**config.mk**
```make
export PLATFORM = sky130hd
export DESIGN_NAME = cdb_collector
export DESIGN_NICKNAME = d
export VERILOG_FILES = /design/src/rtl/cdb_pkg.sv /design/src/rtl/cmd_fifo.sv /design/src/rtl/cdb_collector.sv
export SDC_FILE = /design/constraint.sdc
export NUM_CORES = 2
export LEC_CHECK = 0
export ABC_AREA = 1
export BUFFER_PORTS_ARGS = -buffer_cell sky130_fd_sc_hd__buf_4
export CAP_MARGIN = 10
export CORE_AREA = 2 2 372 374
export DETAILED_ROUTE_END_ITERATION = 10
export DIE_AREA = 0 0 374 376
export PLACE_DENSITY = 0.68
export SLEW_MARGIN = 10
export SYNTH_ARGS = -nofsm -noshare
export SYNTH_HDL_FRONTEND = slang
export SYNTH_HIERARCHICAL = 1
export SYNTH_SLANG_ARGS = --single-unit
```
**constraint.sdc**
```tcl
create_clock -name clock -period 29.5 [get_ports clock]
set_input_delay 2.95 -clock clock [delete_from_list [all_inputs] [get_ports clock]]
set_output_delay 2.95 -clock clock [all_outputs]
set_load 0.02 [all_outputs]
```
**src/rtl/cdb_pkg.sv**
```systemverilog
// Shared constants, opcodes and FSM state type for the CDB intake path.
// The optional opcode filter in cdb_collector is enabled by CDB_OPCODE_CHECK_EN.
package cdb_pkg;

  localparam int CDB_ROWS  = 8;
  localparam int CDB_ROW_W = 32;
  localparam int CDB_W     = CDB_ROWS * CDB_ROW_W;

  localparam logic [7:0] OP_BSM_WRITE = 8'h40;
  localparam logic [7:0] OP_BSM_READ  = 8'h20;

  typedef enum logic [1:0] {
    IDLE    = 2'd0,
    COLLECT = 2'd1,
    COMMIT  = 2'd2
  } cdb_state_e;

  function automatic logic opcode_ok(input logic [7:0] op);
    return (op == OP_BSM_WRITE) || (op == OP_BSM_READ);
  endfunction

endpackage

```
**src/rtl/cmd_fifo.sv**
```systemverilog
// Circular DEPTH x WIDTH command FIFO with a registered head word that reads 0 when empty.
// Push is refused when full unless a pop happens in the same cycle.
module cmd_fifo #(
  parameter  int DEPTH = 4,
  parameter  int WIDTH = 256,
  localparam int AW    = $clog2(DEPTH),
  localparam int CW    = AW + 1
) (
  input  logic             clock,
  input  logic             reset,
  input  logic             push,
  input  logic [WIDTH-1:0] data_in,
  input  logic             pop,
  output logic [WIDTH-1:0] head,
  output logic [CW-1:0]    count,
  output logic             full,
  output logic             empty
);

  logic [WIDTH-1:0] mem [DEPTH];
  logic [AW-1:0]    rd_ptr, wr_ptr, rd_next;
  logic [CW-1:0]    count_next;
  logic [WIDTH-1:0] head_next;
  logic             do_push, do_pop;

  assign full    = (count == CW'(DEPTH));
  assign empty   = (count == '0);
  assign do_pop  = pop && !empty;
  assign do_push = push && (!full || do_pop);
  assign rd_next = rd_ptr + AW'(do_pop);

  // NOTE: every variable assigned in always_comb gets a default first, so no latch is inferred.
  always_comb begin
    head_next  = '0;
    count_next = count + CW'(do_push) - CW'(do_pop);
    if (count_next == '0)
      head_next = '0;
    else if (do_push && (count - CW'(do_pop)) == '0)
      head_next = data_in;  // new entry lands directly at the head
    else
      head_next = mem[rd_next];
  end

  // NOTE: the storage array is deliberately not reset; pointers and count define validity.
  always_ff @(posedge clock) begin
    if (do_push)
      mem[wr_ptr] <= data_in;
  end

  // NOTE: sequential state uses non-blocking assignments only.
  always_ff @(posedge clock) begin
    if (reset) begin
      rd_ptr <= '0;
      wr_ptr <= '0;
      count  <= '0;
      head   <= '0;
    end else begin
      rd_ptr <= rd_next;
      wr_ptr <= wr_ptr + AW'(do_push);
      count  <= count_next;
      head   <= head_next;
    end
  end

endmodule

```
**src/rtl/cdb_collector.sv**
```systemverilog
// Assembles eight 32-bit CDB rows into a 256-bit command and queues it in cmd_fifo.
// Optional opcode filtering is compiled in with CDB_OPCODE_CHECK_EN.
module cdb_collector
  import cdb_pkg::*;
#(
  parameter  int DEPTH = 4,
  parameter  int ROWS  = CDB_ROWS,
  parameter  int ROW_W = CDB_ROW_W,
  localparam int CMD_W = ROWS * ROW_W,
  localparam int RCW   = $clog2(ROWS),
  localparam int CW    = $clog2(DEPTH) + 1
) (
  input  logic             clock,
  input  logic             reset,
  input  logic             cmdq_select,
  input  logic [ROW_W-1:0] cmd_in,
  output logic             sq_select,
  output logic [CMD_W-1:0] cmd_out,
  input  logic             cmd_ack,
  output logic [CW-1:0]    cmdq_count,
  output logic             cmdq_full,
  output logic             cdb_error,
  output logic             overflow_sticky
);

  cdb_state_e       state;
  logic [RCW-1:0]   row_cnt;
  logic [RCW-1:0]   wr_idx;
  logic [CMD_W-1:0] rows;
  logic             empty, pop, room, op_ok, push;

  assign pop  = cmd_ack && sq_select;
  assign room = !cmdq_full || pop;

`ifdef CDB_OPCODE_CHECK_EN
  assign op_ok = opcode_ok(rows[7:0]);
`else
  assign op_ok = 1'b1;
`endif

  assign push      = (state == COMMIT) && op_ok && room;
  assign sq_select = !empty;
  assign wr_idx    = (state == COLLECT) ? row_cnt : '0;

  // Row buffer: IDLE and COMMIT both take row 0, so back-to-back CDBs need no gap.
  always_ff @(posedge clock) begin
    if (cmdq_select)
      rows[int'(wr_idx)*ROW_W +: ROW_W] <= cmd_in;
  end

  always_ff @(posedge clock) begin
    if (reset) begin
      state           <= IDLE;
      row_cnt         <= '0;
      cdb_error       <= 1'b0;
      overflow_sticky <= 1'b0;
    end else begin
      cdb_error <= 1'b0;
      case (state)
        IDLE: begin
          if (cmdq_select) begin
            row_cnt <= RCW'(1);
            state   <= COLLECT;
          end
        end
        COLLECT: begin
          if (!cmdq_select) begin
            cdb_error <= 1'b1;  // truncated CDB, partial rows are abandoned
            row_cnt   <= '0;
            state     <= IDLE;
          end else if (row_cnt == RCW'(ROWS - 1)) begin
            row_cnt <= '0;
            state   <= COMMIT;
          end else begin
            row_cnt <= row_cnt + RCW'(1);
          end
        end
        COMMIT: begin
          if (!op_ok) begin
            cdb_error <= 1'b1;
          end else if (!room) begin
            cdb_error       <= 1'b1;
            overflow_sticky <= 1'b1;
          end
          if (cmdq_select) begin
            row_cnt <= RCW'(1);
            state   <= COLLECT;
          end else begin
            state <= IDLE;
          end
        end
        default: state <= IDLE;
      endcase
    end
  end

  cmd_fifo #(
    .DEPTH (DEPTH),
    .WIDTH (CMD_W)
  ) u_fifo (
    .clock   (clock),
    .reset   (reset),
    .push    (push),
    .data_in (rows),
    .pop     (pop),
    .head    (cmd_out),
    .count   (cmdq_count),
    .full    (cmdq_full),
    .empty   (empty)
  );

endmodule
```
==> Yosys cells after proc, flatten, opt, wreduce, memory -nomap -nowiden <==
Memories as Yosys holds them, arrays and structs flattened.
Cells that the tools add are included.
{ "word_totals": {"input_bits": 36, "register_bits": 526, "word_cells": 63, "n_memories": 1, "ramBits": 1024} }
{ "mem_list": {"columns": ["memory", "words", "width", "rd", "rd_clocked_by_memory_dff", "write_ports", "line_no", "rtl"], "rows": [
  ["u_fifo.mem", 4, 256, 1, 0, 1, "cmd_fifo.sv:20", "logic [WIDTH-1:0] mem [DEPTH];"]
]} }
{ "classes": {"bitwise": 1, "n_eq_ne": 7, "addsub": 7, "n_reduce_logical": 19, "n_shift": 2, "n_mux": 17} }
{ "ops": {"columns": ["cell", "count"], "rows": [
  ["256-bit bitwise mux", 1],
  ["256-bit 2-to-1 mux", 1],
  ["32-bit by 33-bit variable shift with 256-bit output, first input constant", 1],
  ["32-bit by 33-bit indexed part select with 256-bit output", 1],
  ["8-bit negation with 33-bit output", 1],
  ["3-bit 2-to-1 mux", 4],
  ["3-bit logical NOT", 3],
  ["3-bit equality test, second input constant", 2],
  ["2-bit 2-to-1 mux", 3],
  ["2-bit case mux with 3 select lines", 1],
  ["3-bit case mux with 2 select lines", 1],
  ["2-bit AND reduction", 3],
  ["3-bit by 1-bit subtractor with 3-bit output", 2],
  ["1-bit logical AND", 5],
  ["1-bit 2-to-1 mux", 5],
  ["2-bit by 1-bit adder with 2-bit output", 2],
  ["2-bit OR reduction", 2],
  ["3-bit by 1-bit adder with 3-bit output", 1],
  ["3-bit by 1-bit adder with 3-bit output, second input constant", 1],
  ["3-bit by 2-bit inequality test with 1-bit output, second input constant", 1],
  ["2-bit by 1-bit equality test with 1-bit output, second input constant", 1],
  ["2-bit equality test, second input constant", 1],
  ["1-bit logical NOT", 2],
  ["2-bit logical NOT", 1],
  ["other kinds (6)", 7]
]} }

==> Longest topological paths before layout <==
{ "logic_depth": {"ltp_word": 10, "ltp_mapped": 19, "ltp_nobuf": 17} }

==> Cells and area by module <==
Netlist, hierarchy kept.
{ "by_module_without_submodules": {"columns": ["mod", "n_inst", "seq_area_each_um2", "cells_each", "area_per_inst_um2"], "rows": [
  ["cmd_fifo", 1, 36014.5, 5179, 51144.1],
  ["cdb_collector", 1, 7827.5, 822, 10126.0]
]} }

==> Worst setup path before layout <==
OpenSTA, ideal clock, no wires.
{ "synth_path": {"path_kind": "input to register", "from": "in cmd_ack", "to": "mem u_fifo.mem[0][0], enable pin", "path_buffers": 0, "required_time_ns": 28.311, "t_arrival_ns": 20.685, "setup_time_ns": 1.189, "cell_stages": 6, "path_slack_ns": 7.626, "path_cell_list": "inv_1 > nor2_1 > nor2_1 > nor2_1 > nand2_2 > nor3_1"} }
{ "synth_via": {"elab_chain_cells": 6, "word_cells_on_any_way": 8} }
{ "synth_rtl": {"columns": ["item", "line_no", "rtl"], "rows": [
  ["start: declaration", "cdb_collector.sv:19", "input logic cmd_ack,"],
  ["1-bit logical AND", "cdb_collector.sv:32", "assign pop = cmd_ack && sq_select;"],
  ["named net pop", "cdb_collector.sv:30", "logic empty, pop, room, op_ok, push;"],
  ["1-bit logical OR", "cdb_collector.sv:33", "assign room = !cmdq_full || pop;"],
  ["1-bit logical AND", "cdb_collector.sv:41", "assign push = (state == COMMIT) && op_ok && room;"],
  ["named net push", "cdb_collector.sv:30", null],
  ["1-bit logical AND", "cmd_fifo.sv:29", "assign do_push = push && (!full || do_pop);"],
  ["1-bit 2-to-1 mux", "cmd_fifo.sv:46", "if (do_push)"],
  ["1-bit 2-to-1 mux (implied by the code)", "cmd_fifo.sv:47", "mem[wr_ptr] <= data_in;"],
  ["end: declaration", "cmd_fifo.sv:20", null]
]} }
The timed path passes the listed nets, and every way through them passes these cells.

==> Worst setup path after layout <==
{ "layout_path": {"from": "in cmd_ack", "to": "reg u_fifo.head[107]"} }
{ "layout_via": {"word_cells_on_any_way": 16} }
{ "layout_lines": {"columns": ["item", "line_no", "rtl"], "rows": [
  ["1-bit logical AND", "cdb_collector.sv:32", null],
  ["named net pop", "cdb_collector.sv:30", null],
  ["1-bit logical AND", "cmd_fifo.sv:28", "assign do_pop = pop && !empty;"],
  ["2-bit by 1-bit adder with 2-bit output", "cmd_fifo.sv:30", "assign rd_next = rd_ptr + AW'(do_pop);"],
  ["named net u_fifo.rd_next[0]", "cmd_fifo.sv:21", "logic [AW-1:0] rd_ptr, wr_ptr, rd_next;"],
  ["memory 4 x 256 bit", null, null],
  ["256-bit 2-to-1 mux", "cmd_fifo.sv:38", "else if (do_push && (count - CW'(do_pop)) == '0)"],
  ["end signal: assignment", "cmd_fifo.sv:61", "head <= head_next;"],
  ["end: declaration", "cmd_fifo.sv:14", "output logic [WIDTH-1:0] head,"]
]} }
The timed path passes the listed nets, and every way through them passes these cells.
A chain may end at the register's enable or synchronous reset.

==> flow_summary.toml <==
[worst_setup_path]
cp_data_arrival_time_ps = 7660
cp.required_ps = 30190
slowest_stage = "buf_4"
worstReg2RegStart = "u_fifo/count[1]"
ff2ff_path_depth = 14
critical_path_class = "in -> reg"
r2r-end = "u_fifo/head[107]"
path_cells = "buf_4, inv_1, nor2_1, inv_1, nor2_1, ha_4, buf_12, buf_4, buf_4, nand2_1, nand2_1, nand2_1, nand2_1, nor2_1, nor2_1"
crit_path_end_kind = "flop"
cp_max_fo = 210
worst_path_largest_cell_delay_ps = 970
start_kind = "primary input"
worstSetupEndpoint = "u_fifo/head[107]"
setup.worst_path.start = "cmd_ack"
r2r_slack_ps = 24010

[global_routing]
gr-total-overflow = 0
grt_antenna_before_repair = 14
grt_pass1_wl_um = 244000
grt_usage = 0.233
grt_pass1_vias = 37900
grt_max_degree = 254

[floorplan]
dieArea_mm2 = 0.141
ioPinCount = 299
chipWidth_um = 374
std_cell_rows = 136
start_util = 0.448
die_h_um = 376
coreArea_mm2 = 0.137

[final_layout]
nets = 6261
multi_input_area_mm2 = 0.0149
drive_above_1_share = 0.0970
fin_area_mm2 = 0.0699
seq_area_mm2 = 0.0438
syn2layout_area_growth_pct = 14.1
fill_cells = 11800

[routing]
dr.pass1.iters = 5
antenna_left = 0
vias = 41100
viasPerCell = 5.05
drt_iter0_markers = 4285
wl_um = 167000
wl_per_cell_um = 20.5
route.detailed.drc = 0

[clocking]
cts-resized-gates = 0
cts_buffers = 156
insertion_delay_ps = 770
numClockSinks = 1550
root_buffer = "clkbuf_16"
tritoncts = "yes"
post-cts-setup-buffer-count = 0
cts.path.max_buffers = 3
clk_pin_slew_ps = 60
ctsHtreeMaxLevel = 4
ctsHoldBuffers = 0

[logic_synthesis]
synth-main-ff-cell = "edfxtp_1"
synthTopCellsByArea = "edfxtp_1 63%, nand2_1 18%, dfxtp_1 8.8%, nor2_1 4.9%, inv_1 1.8%"
syn_inst = 6001
ys_seq_area_frac = 0.716
ys_ff_latch = 1550
async_reset_ff_frac = 0
yosys.area_share.simple = 0.237
synth_top_family_by_area = "simple AND/OR/NAND/NOR gates"
yosysWarnings = 6
synth.cell_area_mm2 = 0.0613
synth_edf_count = 1280
yosys-top-cells-count = "2,978 x nand2_1, 1,280 x edfxtp_1, 797 x nor2_1"
yosysTopAreaCellShare = 0.627
synth_most_common_cell = "nand2_1"
synth_compound_area_frac = 0.000327
syn-num-nets = 6051
yosys.area.top_type = "edfxtp_1"
avgSynthCellArea_um2 = 10.2
synth_xor_area_frac = 0.000551
synthAdderAreaFrac = 0.00298
ys_types = 29
synthMuxAreaShare = 0

[job]
drv_cap = 0

[sta]
drv_slew = 0
min_period_ps = 6970
final_hold_viol_count = 0
finalSetupViolCount = 0
finalCritPeriodShare = 0.236
slew_headroom = 0.165
clock-skew-final_ps = 24.3
worstMarginPinSlew_ps = 1250
rsz0062_at_grt = "no"
fmax_mhz = 143
setup_tns_ps = 0

[placed_design]
io_buffers = 298
gp_congestion = 0.784
post_dp_cell_area_mm2 = 0.0648
dp_hpwl_um = 94500

[worst_hold_path]
hold_path_class = "reg -> reg"

[pwr]
power_density_mw_per_mm2 = 63.1
power.ir.vdd_worst_v = 0.0000460
leakage_nw = 28.0

[run_status]
outcome = "finished clean"
[kinds of logic (layout without fill, tap and decap cells)]
family,Yosys count,count (layout)
XOR/XNOR,3,3
AO/OA/AOI/OAI,4,4
adder cells (fa/ha/maj),14,14
flip-flops,1550,1550
other,0,4
buffers and inverters,593,933
AND/OR/NAND/NOR,3837,3837
[state kept, by name, indices dropped and copies added, names as in the netlist, 2 cells and up]
| register | cells |
|---|---|
| row_cnt | 3 |
| u_fifo/wr_ptr | 2 |
| rows | 256 |
| u_fifo/mem | 1024 |
| state | 2 |
| u_fifo/count | 3 |
| u_fifo/rd_ptr | 2 |
| u_fifo/head | 256 |
[cell usage in the layout, fill, tap and decap left out, types with 2 or more instances in the layout]
cell and n:
bufinv_16 8, clkbuf_16 160, dfxtp_1 270, buf_12 7, clkbuf_1 40, clkinv_1 11
xnor2_1 2, clkinv_8 3, edfxtp_1 1280, nor3_2 6, ha_1 11, buf_4 344
clkinv_4 2, nor3_1 5, nor2_1 790, clkbuf_4 2, nand4_1 3, clkbuf_8 25
nand3_1 42, clkinvlp_4 2, inv_1 290, nand3_2 2, clkinv_2 32, inv_6 4
nor2_4 8, a21oi_1 3, nand2_1 2977, diode_2 4
[power by group]
part | total, mW | switching (mW) | leakage [nW] | internal (mW)
clock network | 1.96 | 0.822 | 2.51 | 1.13
registers | 2.37 | 0.00971 | 14.3 | 2.36
logic | 0.0827 | 0.0677 | 11.3 | 0.0150
total | 4.41 | 0.900 | 28.0 | 3.51
[how the worst min path moves through the flow]
stage / start / endpoint / slack, ps / cells past startpoint
floorplan: state[1] / state[1] / 480 / 2
detailed placement: overflow_sticky / overflow_sticky / 450 / 2
CTS: overflow_sticky / overflow_sticky / 460 / 2
finish: overflow_sticky / overflow_sticky / 460 / 2
global placement: overflow_sticky / overflow_sticky / 440 / 2
global route: overflow_sticky / overflow_sticky / 500 / 2
[final cells by class]
class | count | area share
Antenna cell | 4 | 0.000143
Clock inverter | 61 | 0.00793
Clock buffer | 227 | 0.0646
Inverter | 294 | 0.0161
Sequential cell | 1550 | 0.627
Timing Repair Buffer | 351 | 0.0390
Multi-Input combinational cell | 3858 | 0.213
Tap cell | 1794 | 0.0321
[worst max-delay path, delay by kind of cell]
kind,cells,cell delay [ps]
buffers and inverters,6,2750
and+or+nand+nor,8,1060
adders and majority gates,1,710
[metal layers]
metal	vias up	wire [um]	global-route usage
met4	8	5200	0.0842
met3	243	15900	0.0445
li1	19400	-	-
met5	-	47	0
met2	1887	76100	0.359
met1	19600	69300	0.331
[per-stage QoR]
stage          power, mW  cells  hold slack [ps]   util  setup slack (ps)
5_1_grt             4.52   8135              500  0.511             22180
4_1_cts             4.43   8135              463  0.511             22640
3_3_place_gp        2.50   7846              445  0.474             21830
3_5_place_dp        2.50   7847              452  0.474             21860
2_1_floorplan       2.45   6001              478      -              7630
6_report            4.41   8139              464  0.511             22530
(Power assumes the default switching activity.)
